`config.mk`:
```
export PLATFORM = sky130hd
export DESIGN_NAME = scariv_bru_sched_ctrl
export DESIGN_NICKNAME = d
export VERILOG_FILES = /design/src/rtl/scariv_bru_pkg.sv /design/src/rtl/scariv_age_matrix_picker.sv /design/src/rtl/scariv_bit_extract_lsb.sv /design/src/rtl/scariv_bru_sched_ctrl.sv
export SDC_FILE = /design/constraint.sdc
export NUM_CORES = 1
export LEC_CHECK = 0
export BUFFER_PORTS_ARGS = -buffer_cell sky130_fd_sc_hd__clkbuf_2
export CORE_UTILIZATION = 25
export CTS_BUF_LIST = sky130_fd_sc_hd__clkbuf_8
export DETAILED_ROUTE_END_ITERATION = 8
export GPL_ROUTABILITY_DRIVEN = 0
export PLACE_DENSITY = 0.48
export SYNTH_ARGS = -nofsm -noshare
export SYNTH_HDL_FRONTEND = slang
export SYNTH_HIERARCHICAL = 1
export SYNTH_SLANG_ARGS = --single-unit
```
`constraint.sdc`:
```
create_clock -name i_clk -period 3.5 [get_ports i_clk]
set_input_delay 0.35 -clock i_clk [delete_from_list [all_inputs] [get_ports i_clk]]
set_output_delay 0.35 -clock i_clk [all_outputs]
set_load 0.03 [all_outputs]
```
`src/rtl/scariv_bru_pkg.sv`:
```
// Shared BRU scheduler constants: entry count and entry index type.
package scariv_bru_pkg;
  localparam int BRU_ENTRY_SIZE = 8;
  localparam int BRU_ENTRY_W    = $clog2(BRU_ENTRY_SIZE);
  typedef logic [BRU_ENTRY_W-1:0] bru_idx_t;
endpackage

```
`src/rtl/scariv_age_matrix_picker.sv`:
```
// Age matrix over the issue entries; selects the oldest ready entry, same cycle.
// Only entries with valid high take part, so ages left behind by freed entries never matter.
module scariv_age_matrix_picker #(
  parameter int ENTRY_SIZE = 8
) (
  input  logic                  i_clk,
  input  logic                  i_reset_n,
  input  logic [ENTRY_SIZE-1:0] i_entry_valid,
  input  logic [ENTRY_SIZE-1:0] i_entry_ready,
  input  logic [ENTRY_SIZE-1:0] i_entry_put,
  output logic [ENTRY_SIZE-1:0] o_entry_picked
);
  logic [ENTRY_SIZE-1:0] r_age [ENTRY_SIZE];
  logic [ENTRY_SIZE-1:0] ready_eff;
  logic [ENTRY_SIZE-1:0] blocked;
  logic [ENTRY_SIZE-1:0] cand;

  // A new entry is younger than every entry currently occupied.
  always_ff @(posedge i_clk or negedge i_reset_n) begin
    if (!i_reset_n) begin
      for (int i = 0; i < ENTRY_SIZE; i++) r_age[i] <= '0;
    end else begin
      for (int k = 0; k < ENTRY_SIZE; k++) begin
        if (i_entry_put[k]) begin
          r_age[k] <= '0;
          for (int j = 0; j < ENTRY_SIZE; j++) begin
            if (j != k) r_age[j][k] <= i_entry_valid[j];
          end
        end
      end
    end
  end

  assign ready_eff = i_entry_ready & i_entry_valid;

  always_comb begin
    blocked = '0;
    for (int i = 0; i < ENTRY_SIZE; i++) begin
      for (int j = 0; j < ENTRY_SIZE; j++) begin
        if (ready_eff[j] && r_age[j][i]) blocked[i] = 1'b1;
      end
    end
  end

  assign cand = ready_eff & ~blocked;

  scariv_bit_extract_lsb #(.WIDTH(ENTRY_SIZE)) u_pick_lsb (
    .in  (cand),
    .out (o_entry_picked)
  );
endmodule

```
`src/rtl/scariv_bit_extract_lsb.sv`:
```
// Isolates the lowest set bit of a vector (combinational priority select).
module scariv_bit_extract_lsb #(
  parameter int WIDTH = 8
) (
  input  logic [WIDTH-1:0] in,
  output logic [WIDTH-1:0] out
);
  assign out = in & (~in + {{(WIDTH-1){1'b0}}, 1'b1});
endmodule

```
`src/rtl/scariv_bru_sched_ctrl.sv`:
```
// BRU issue scheduler control: lowest-free allocation, oldest-ready pick, 1-cycle registered issue.
// Dispatch is held off (o_disp_ready low) only when every entry is occupied.
module scariv_bru_sched_ctrl
  import scariv_bru_pkg::*;
#(
  parameter int ENTRY_SIZE = BRU_ENTRY_SIZE
) (
  input  logic                          i_clk,
  input  logic                          i_reset_n,
  input  logic                          i_disp_valid,
  output logic                          o_disp_ready,
  output logic [ENTRY_SIZE-1:0]         o_entry_put,
  input  logic [ENTRY_SIZE-1:0]         i_entry_valid,
  input  logic [ENTRY_SIZE-1:0]         i_entry_ready,
  input  logic [ENTRY_SIZE-1:0]         i_entry_issue_succeeded,
  output logic [ENTRY_SIZE-1:0]         o_entry_picked,
  output logic [ENTRY_SIZE-1:0]         o_entry_clear,
  output logic                          o_issue_valid,
  output logic [$clog2(ENTRY_SIZE)-1:0] o_issue_index,
  output logic [$clog2(ENTRY_SIZE):0]   o_free_cnt
);
  localparam int IDX_W = $clog2(ENTRY_SIZE);

  logic [ENTRY_SIZE-1:0] free;
  logic [ENTRY_SIZE-1:0] free_lsb;
  logic [IDX_W-1:0]      pick_idx;
  logic [IDX_W:0]        free_cnt;

  assign free          = ~i_entry_valid;
  assign o_disp_ready  = |free;
  assign o_entry_clear = i_entry_issue_succeeded;

  scariv_bit_extract_lsb #(.WIDTH(ENTRY_SIZE)) u_free_lsb (
    .in  (free),
    .out (free_lsb)
  );

  assign o_entry_put = (i_disp_valid && o_disp_ready) ? free_lsb : '0;

  always_comb begin
    free_cnt = '0;
    for (int i = 0; i < ENTRY_SIZE; i++) free_cnt = free_cnt + {{IDX_W{1'b0}}, free[i]};
  end
  assign o_free_cnt = free_cnt;

  scariv_age_matrix_picker #(.ENTRY_SIZE(ENTRY_SIZE)) u_age_picker (
    .i_clk          (i_clk),
    .i_reset_n      (i_reset_n),
    .i_entry_valid  (i_entry_valid),
    .i_entry_ready  (i_entry_ready),
    .i_entry_put    (o_entry_put),
    .o_entry_picked (o_entry_picked)
  );

  always_comb begin
    pick_idx = '0;
    for (int i = 0; i < ENTRY_SIZE; i++) begin
      if (o_entry_picked[i]) pick_idx = IDX_W'(i);
    end
  end

  always_ff @(posedge i_clk or negedge i_reset_n) begin
    if (!i_reset_n) begin
      o_issue_valid <= 1'b0;
      o_issue_index <= '0;
    end else begin
      o_issue_valid <= |o_entry_picked;
      o_issue_index <= pick_idx;
    end
  end
endmodule

```
# == After elaboration in Yosys (flattened, before gate mapping) ==
# Index checks and enable logic that the tools add are counted.
# word_totals
output_inout_bits,33
word_cells,290
inputBits,27
register_bits,60
# classes
reduce_logical,87
n_mux,128
n_bitwise,8
n_addsub,9
# ops
op,n
1-bit 2-to-1 mux,113
8-bit 2-to-1 mux,8
1-bit logical AND,57
2-bit nonzero test,28
8-bit AND,4
8-bit NOT,4
4-bit by 1-bit adder with 4-bit output,4
8-bit by 1-bit adder with 8-bit output (second input constant),2
8-bit OR reduction,2
3-bit 2-to-1 mux,5
7-bit 2-to-1 mux,1
3-bit by 1-bit adder with 4-bit output,1
2-bit by 1-bit adder with 3-bit output,1
1-bit by 1-bit adder with 2-bit output,1
2-bit 2-to-1 mux,1

# == Depth between registers and ports, before layout ==
# Gate-level depths: netlist (run 1).
# logic_depth
word_depth,21
mapped_depth,9
ltp_nobuf,8

# == Hierarchy ==
# Netlist (run 1), hierarchy kept.
# by_module_without_submodules
mod,cells_per_inst,n_inst,seq_area_each_um2,area_each_um2
scariv_age_matrix_picker,295,1,1401.3,2795.2
scariv_bru_sched_ctrl,60,1,100.1,499.2
scariv_bit_extract_lsb,10,2,0.0,83.8

# == Worst setup path after synthesis (run 1) ==
# OpenSTA, ideal clock, no wires.
# synth_path
kind,input -> output
startpoint,input i_entry_valid[0]
endpoint,output o_free_cnt[2]
n_path_buf,0
t_required_ps,3150
path_slack_ps,193
cell_stages,8
arrival_ps,2957
path_cell_list,fa_1 inv_1 fa_1 fa_1 ha_1 inv_1 fa_1 xnor2_1
# synth_via
elab_chain_len,8
# synth_lines
item,line_no,source
start: declaration,scariv_bru_sched_ctrl.sv:13,"input logic [ENTRY_SIZE-1:0] i_entry_valid,"
8-bit NOT,scariv_bru_sched_ctrl.sv:29,assign free = ~i_entry_valid;
1-bit by 1-bit adder with 2-bit output,scariv_bru_sched_ctrl.sv:42,"for (int i = 0; i < ENTRY_SIZE; i++) free_cnt = free_cnt + {{IDX_W{1'b0}}, free[i]};"
2-bit by 1-bit adder with 3-bit output,scariv_bru_sched_ctrl.sv:42,
3-bit by 1-bit adder with 4-bit output,scariv_bru_sched_ctrl.sv:42,
4-bit by 1-bit adder with 4-bit output (4 in series),scariv_bru_sched_ctrl.sv:42,
end: declaration,scariv_bru_sched_ctrl.sv:20,output logic [$clog2(ENTRY_SIZE):0] o_free_cnt
# No other way between the ends.

# == Worst setup path after layout (run 1) ==
# Ends and elaborated chain as after synthesis.

==> impl_metrics.ini, run 1 <==
[yosys]
yosysMostFrequentCell = dfrtp_1
yosys-top-cells-area = dfrtp_1 (43%), mux2i_1 (8.1%), nand3_1 (7.1%)
synth_top_area_share_pct = 43.4
syn_inst = 375
synth_top_area_cell = dfrtp_1
synthFlopType = dfrtp_1
yosys_warnings = 6
yosysSeqAreaShare_pct = 43.4
synth_seq_cells = 60
async_flop_share_pct = 100
syn_avg_cell_area_um2 = 9.23
synth_edf_count = 0
syn-num-nets = 410
synthTopCellsByCount = dfrtp_1 (60), nand3_1 (49), nor2_1 (45), nand2_1 (29), mux2i_1 (28)
synth.distinct_cells = 34
syn_area_um2 = 3460

[cells_and_area]
multi_input_area_um2 = 1670
fin_nets = 434
diodes = 0
seqCellArea_um2 = 1500
fillers = 1421
syn_to_final_growth_pct = 13.0
drive_gt1_share_pct = 21.1
final_area_um2 = 3910

[timing]
rsz0062_at_grt = false
tightest_slew_ps = 936
fin_skew_ps = 5.70
post-route-min-period_ps = 3330
slew_violations = 0
fin_crit_sh_pct = 95.2
fin_setup_tns_ps = 0
finalHoldViolCount = 0
setup_viol = 0
max_freq_mhz = 300
relSlewSlack_pct = 37.6

[drt]
drt-initial-drc-count = 172
totalWireLength_um = 9980
vias = 2828
drt-vias-per-instance = 4.88
wire_per_inst_um = 17.2
drtPass1Iterations = 4
drc_errors = 0
drt.antenna.violating_nets = 0

[clock_tree]
cts_tree = yes
cts.clk_slew.worst_paths_ps = 70
root_buffer = clkbuf_8
holdBufCountCts = 0
clock_latency_ps = 350
ctsLongestPathBuffers = 2
post_cts_buffers = 0
clkSinkCount = 60
cts_buffers = 9
cts_resized = 0
htree_levels = 3

[die]
fp-row-count = 42
die_x_um = 120
num_io_pins = 60
chipHeight_um = 120
coreArea_um2 = 13400
initial_core_util_pct = 25.8
die_area_um2 = 14300

[grt]
overflow = 0
grt_pass1_vias = 2801
grt_pass1_wl_um = 16000
antenna_found_initial = 0
track_usage_pct = 14.9
grt_max_degree = 34

[power]
p_comb_share_pct = 23.2
power.switching_mw = 0.587
leakage_nw = 1.79
p_seq_share_pct = 46.2
switching_share_pct = 32.7
power_frac_clock_pct = 30.6
peakVddDrop_mv = 0.157
power.density_nw_per_um2 = 458
intPower_mw = 1.21

[place]
place_hpwl_um = 6650
post_dp_cell_area_um2 = 3740
portBuffers = 43

[critical_path]
r2r_cells = 7
cp_data_required_time_ps = 3150
critPathLaunchType = input pin
crit_arrival_ps = 2980
setup.worst_path.class = input pin to primary output
end_kind = primary output
critPathMaxFanout = 2

[hold_path]
hp-class = input pin to async pin

[status]
status = finished, final reports clean

[run]
cap_viol_max_count = 0
cells by family after synthesis:
kind of cell	count (synthesis)	share of synthesized area, %
AOI/OAI and AO/OA	40	8.75
xor gates and xnor gates	1	0.253
adders and majority gates	8	3.76
buffers and inverters	57	8.53
DFF	60	43.4
muxes	28	8.10
and+or+nand+nor	181	27.2
power by group through the flow:
stage                     Sequential (mW)  Combinational [mW]  Clock (mW)
after floorplan                     0.851               0.289           0
final                               0.830               0.416       0.549
after detailed placement            0.842               0.421           0
after global placement              0.839               0.411           0
after CTS                           0.830               0.421       0.570
after global routing                0.842               0.461       0.599
final cells by class:
cell class | count | area share (%)
clock buffers | 11 | 3.87
repair buffers | 54 | 7.61
flip-flops and latches | 60 | 38.4
multi-input cells | 258 | 42.6
clock inverters | 4 | 0.448
well taps | 176 | 5.63
inverters | 16 | 1.53
sequential cells by signal (all words and copies together) (netlist names):
register and cells:
o_issue_valid 1, o_issue_index 3, u_age_picker/r_age 56
per-layer routing:
metal / vias up / track usage, % / part of all wire (%)
met5: - / 0 / 0
met4: 0 / 4.30 / 1.1
met3: 8 / 4.37 / 6.7
met2: 84 / 22.8 / 45
met1: 1412 / 20.2 / 47
li1: 1324 / - / -
worst max-delay path, cell delays in order:
cell      delay, ps
clkbuf_2        100
fa_1            530
inv_1            60
fa_1            460
fa_1            500
ha_1            170
inv_1            60
fa_1            380
xnor2_1         160
clkbuf_2        220
cells in the final DEF (no fill, tap or decap), types with 2 or more instances in the layout:
cell,instances
o21ai_1,18
and3b_2,2
ha_1,4
nand2b_1,18
o31ai_1,2
clkinv_2,2
nor4b_1,2
a21oi_1,3
mux2i_1,28
and3_2,2
dfrtp_1,60
and3_1,8
and2b_2,2
buf_4,11
a32o_1,2
nand2_1,29
a22o_1,10
nand3_1,49
nor2_1,45
inv_1,18
clkbuf_2,43
nor4_2,2
a2111oi_2,5
and2_2,2
fa_1,4
nor3_2,2
clkbuf_8,11
nor3b_1,2
and4b_1,2
nand4_1,11
final timing paths:
kind                                         from                      to  slack [ps]
max                              i_entry_valid[0]           o_free_cnt[2]         170
min                                     i_reset_n  u_age_picker/r_age[25]          40
max reg2reg                u_age_picker/r_age[33]           o_issue_valid        1420
min reg2reg                u_age_picker/r_age[53]  u_age_picker/r_age[53]         500
max in group asynchronous               i_reset_n   u_age_picker/r_age[1]        2530
min in group i_clk               i_entry_valid[2]  u_age_picker/r_age[45]         380
per-stage QoR:
stage | utilization (%) | std cells | setup slack (ps) | power (mW) | hold slack (ps)
finish | 29.2 | 579 | 167 | 1.79 | 43.2
floorplan | - | 375 | 193 | 1.14 | 54.4
CTS | 29.2 | 579 | 141 | 1.82 | 55.7
detailed placement | 27.9 | 564 | 143 | 1.26 | 442
global placement | 27.9 | 564 | 203 | 1.25 | 451
global route | 29.2 | 579 | 47.7 | 1.90 | 90.0
No activity file was read; power rests on OpenSTA's default activity.
==> inputs of run 2 (changes only) <==
--- a/config.mk
+++ b/config.mk
@@ -7,7 +7,7 @@
 export LEC_CHECK = 0
 export BUFFER_PORTS_ARGS = -buffer_cell sky130_fd_sc_hd__clkbuf_2
 export CORE_UTILIZATION = 25
-export CTS_BUF_LIST = sky130_fd_sc_hd__clkbuf_8
+export CTS_BUF_LIST = sky130_fd_sc_hd__clkbuf_16
 export DETAILED_ROUTE_END_ITERATION = 8
 export GPL_ROUTABILITY_DRIVEN = 0
 export PLACE_DENSITY = 0.48
==> impl_metrics.ini, run 2 (synthesized netlist as in run 1, its figures left out) <==
[power]
peakVddDrop_mv = 0.227
leakage_nw = 1.82
finalPower_mw = 2.00
power.density_nw_per_um2 = 500

[timing]
fin_crit_sh_pct = 95.3
relSlewSlack_pct = 38.3
slew_violations = 0
fin_setup_tns_ps = 0
tightest_slew_ps = 926
finalHoldViolCount = 0
max_freq_mhz = 300
rsz0062_at_grt = false
fin_skew_ps = 5.16
post-route-min-period_ps = 3330
setup_viol = 0
worst_slack_ps = 165

[critical_path]
r2r_cells = 7
critPathLaunchType = input pin
critPathLaunch = i_entry_valid[0]
end_kind = primary output
setup.worst_path.class = input pin to primary output
critPathMaxFanout = 2
crit_arrival_ps = 2980
cp_data_required_time_ps = 3150
reg2reg_from = u_age_picker/r_age[33]

[place]
portBuffers = 43
place_ws_ps = 143
post_dp_cell_area_um2 = 3740
place_hpwl_um = 6650

[cells_and_area]
fin_nets = 434
drive_gt1_share_pct = 20.6
regMostFlops = u_age_picker/r_age
diodes = 0
final_cell_mix = dfrtp_1 (60), nand3_1 (49), nor2_1 (45), clkbuf_2 (43), nand2_1 (29)
final_area_um2 = 4000
largest_register_ffs = 56
syn_to_final_growth_pct = 15.4
largest_registers = u_age_picker/r_age (56), o_issue_index (3), o_issue_valid (1)
layout_commonest_cell = dfrtp_1

[die]
fp-row-count = 42
die_x_um = 120
initial_core_util_pct = 25.8
chipHeight_um = 120
die_area_um2 = 14300
num_io_pins = 60
coreArea_um2 = 13400

[grt]
grt_pass1_vias = 2795
antenna_found_initial = 0
overflow = 0
grt_pass1_wl_um = 15900
grt_max_degree = 34
track_usage_pct = 14.8

[clock_tree]
cts_tree = yes
cts_buffers = 9
root_buffer = clkbuf_16
htree_levels = 3
clock_latency_ps = 320
cts_resized = 0
post_cts_buffers = 0
holdBufCountCts = 0
clkSinkCount = 60
cts.clk_slew.worst_paths_ps = 50
ctsLongestPathBuffers = 2

[drt]
wl_met2_um = 4620
dr_wl_met3_um = 462
top_layer = met4
drt-met1-wl_um = 4820
wire_per_inst_um = 17.2
drt-initial-drc-count = 168
totalWireLength_um = 9980
vias = 2803
drc_errors = 0
drtPass1Iterations = 5
drt.antenna.violating_nets = 0
drt-vias-per-instance = 4.84

[status]
status = finished, final reports clean

[hold_path]
hp-class = input pin to async pin

[run]
cap_viol_max_count = 0
## run 2: cell types whose count changed in the layout (fill, tap and decap cells not counted)
cell | before | now
clkbuf_16 | 0 | 9
clkbuf_8 | 11 | 0
clkinv_1 | 0 | 2
## run 2: critical path, stage by stage
cell and delay (ps):
clkbuf_2 100, fa_1 530, inv_1 60, fa_1 460, fa_1 500, ha_1 170, inv_1 60, fa_1 380
xnor2_1 160, clkbuf_2 220
## run 2: cell type report
cell class                      instances  area (um2)
Clock buffer                            9         225
Fill cell                            1410        9410
Sequential cell                        60        1500
Inverter                               16        60.1
Clock inverter                          6        25.0
Multi-Input combinational cell        258        1670
Timing Repair Buffer                   54         298
Tap cell                              176         220
## run 2: through the flow
step                      hold slack, ps  instances  utilization, %
final                               75.4        579            29.8
after global routing                 131        579            29.8
after CTS                           92.8        579            29.8
after detailed placement             442        564            27.9
after global placement               451        564            27.9
after floorplan                     54.4        375               -
## run 2: routing by layer
| metal | up-vias | track usage, % |
|---|---|---|
| met3 | 6 | 3.52 |
| met4 | 0 | 5.00 |
| met2 | 63 | 22.7 |
| li1 | 1326 | - |
| met1 | 1408 | 20.4 |
| met5 | - | 0 |
## run 2: worst paths after layout
kind | end | slack, ps
setup / recovery | o_free_cnt[2] | 170
hold / removal | u_age_picker/r_age[44] | 80
setup reg to reg | o_issue_valid | 1420
hold reg to reg | u_age_picker/r_age[53] | 500
max in group asynchronous | u_age_picker/r_age[1] | 2490
min in group i_clk | u_age_picker/r_age[45] | 410
## run 2: report_power, final
part	switching [mW]	internal (mW)
Sequential	0.0480	0.783
Combinational	0.275	0.142
Clock	0.290	0.461
==> inputs of run 3 (changes only) <==
--- a/config.mk
+++ b/config.mk
@@ -5,12 +5,13 @@
 export SDC_FILE = /design/constraint.sdc
 export NUM_CORES = 1
 export LEC_CHECK = 0
-export BUFFER_PORTS_ARGS = -buffer_cell sky130_fd_sc_hd__clkbuf_2
+export BUFFER_PORTS_ARGS = -buffer_cell sky130_fd_sc_hd__buf_2
 export CORE_UTILIZATION = 25
 export CTS_BUF_LIST = sky130_fd_sc_hd__clkbuf_16
+export CTS_CLUSTER_DIAMETER = 50
 export DETAILED_ROUTE_END_ITERATION = 8
 export GPL_ROUTABILITY_DRIVEN = 0
-export PLACE_DENSITY = 0.48
+export PLACE_DENSITY = 0.49
 export SYNTH_ARGS = -nofsm -noshare
 export SYNTH_HDL_FRONTEND = slang
 export SYNTH_HIERARCHICAL = 1
==> constraint.sdc (replaced) <==
create_clock -name i_clk -period 3 [get_ports i_clk]
set_input_delay 0.3 -clock i_clk [delete_from_list [all_inputs] [get_ports i_clk]]
set_output_delay 0.3 -clock i_clk [all_outputs]
set_load 0.03 [all_outputs]
==> impl_metrics.ini, run 3 (synthesized netlist as in run 1, its figures left out) <==
[drt]
drt-vias-per-instance = 4.82
drt-initial-drc-count = 231
drt.antenna.violating_nets = 0
wire_per_inst_um = 17.1
totalWireLength_um = 9970
drc_errors = 0
drtPass1Iterations = 5
vias = 2812

[clock_tree]
cts_tree = yes
clkSinkCount = 60
cts_buffers = 9
root_buffer = clkbuf_16
htree_levels = 3
holdBufCountCts = 0
cts.clk_slew.worst_paths_ps = 50
post_cts_buffers = 0
clock_latency_ps = 320
ctsLongestPathBuffers = 2

[cells_and_area]
largest_register_ffs = 56
multi_input_area_um2 = 1690
largest_registers = u_age_picker/r_age (56), o_issue_index (3), o_issue_valid (1)
diodes = 0
fin_nets = 439
seqCellArea_um2 = 1500
layout_commonest_cell = dfrtp_1
drive_gt1_share_pct = 23.3
syn_to_final_growth_pct = 17.7
final_cell_mix = dfrtp_1 (60), nand3_1 (49), nor2_1 (45), buf_2 (40), nand2_1 (29)
postLayoutCoreUtil_pct = 30.4
fillers = 1420
regMostFlops = u_age_picker/r_age

[power]
finalPower_mw = 2.38
leakage_nw = 1.86
power.density_nw_per_um2 = 583
peakVddDrop_mv = 0.294

[hold_path]
hp-class = input pin to async pin

[timing]
rsz0062_at_grt = true
fin_crit_sh_pct = 105
fin_skew_ps = 4.01
fin_setup_tns_ps = -297
setup_viol = 2
whs_ps = 138
worst_slack_ps = -159
finalHoldViolCount = 0
relSlewSlack_pct = 46.9
max_freq_mhz = 317
slew_violations = 0
post-route-min-period_ps = 3160
tightest_slew_ps = 797

[grt]
grt_pass1_vias = 2834
track_usage_pct = 14.9
antenna_found_initial = 0
grt_max_degree = 61
grt_pass1_wl_um = 16000
overflow = 0

[die]
die_x_um = 120
initial_core_util_pct = 25.8
num_io_pins = 60
coreArea_um2 = 13400
chipHeight_um = 120
fp-row-count = 42
die_area_um2 = 14300

[critical_path]
slowest_delay_ps = 550
end_kind = primary output
critPathLaunchType = input pin
cp_data_required_time_ps = 2700
critPathMaxFanout = 2
crit_chain = buf_8 -> fa_1 -> inv_2 -> fa_1 -> fa_1 -> ha_2 -> inv_2 -> fa_2 -> inv_2 -> buf_6
critPathLaunch = i_entry_valid[0]
setup.worst_path.class = input pin to primary output
reg2reg_from = u_age_picker/r_age[25]
crit_arrival_ps = 2860
slowest_stage = fa_1

[status]
violations = setup timing
status = finished with violations

[place]
place_hpwl_um = 6610
portBuffers = 43

[run]
cap_viol_max_count = 0
run 3: cell count changes in the layout (fill, tap and decap cells not counted), sizes merged:
| cell | before | now |
|---|---|---|
| clkbuf | 52 | 9 |
| inv | 18 | 17 |
| buf | 11 | 59 |
run 3: per-layer routing:
layer	global-route usage [%]	wire, um
met1	20.7	4650
met2	22.7	4570
met3	3.47	594
met4	4.84	162
met5	0	0
run 3: repair_timing:
item                       CTS  global route
resized for setup            9             2
pin swaps                    0             0
setup endpoints to repair    2             2
run 3: stage by stage:
| step | cell area (um2) | instances | worst slack (ps) |
|---|---|---|---|
| 2_1_floorplan | 3480 | 375 | 5.49 |
| 3_3_place_gp | 3800 | 569 | -257 |
| 3_5_place_dp | 3800 | 569 | -255 |
| 4_1_cts | 4070 | 583 | -141 |
| 5_1_grt | 4080 | 583 | -237 |
| 6_report | 4080 | 583 | -159 |
run 3: where the power goes:
group	total (mW)	switching, mW	internal [mW]
clock	0.877	0.339	0.537
combinational	0.534	0.333	0.201
sequential	0.967	0.0532	0.914
run 3: area by class of cell:
cell class,instances,area share (%)
Tap cell,176,5.40
Multi-Input combinational cell,258,41.4
Inverter,16,1.47
Sequential cell,60,36.8
Clock buffer,9,5.52
Clock inverter,5,0.552
Timing Repair Buffer,59,8.78
run 3: final timing paths:
check | slack [ps] | endpoint | cells after the start
worst max-delay path | -160 | o_free_cnt[1] | 10
worst min-delay path | 140 | u_age_picker/r_age[43] | 2
worst max register to register | 940 | o_issue_valid | 7
worst min register to register | 500 | u_age_picker/r_age[38] | 1
max in group asynchronous | 2320 | u_age_picker/r_age[1] | 2
min in group i_clk | 400 | u_age_picker/r_age[47] | 3
run 3: critical path, delay by kind of cell:
family / cells / cell delay [ps]
fa+ha+maj: 5 / 2230
buf+inv: 5 / 340
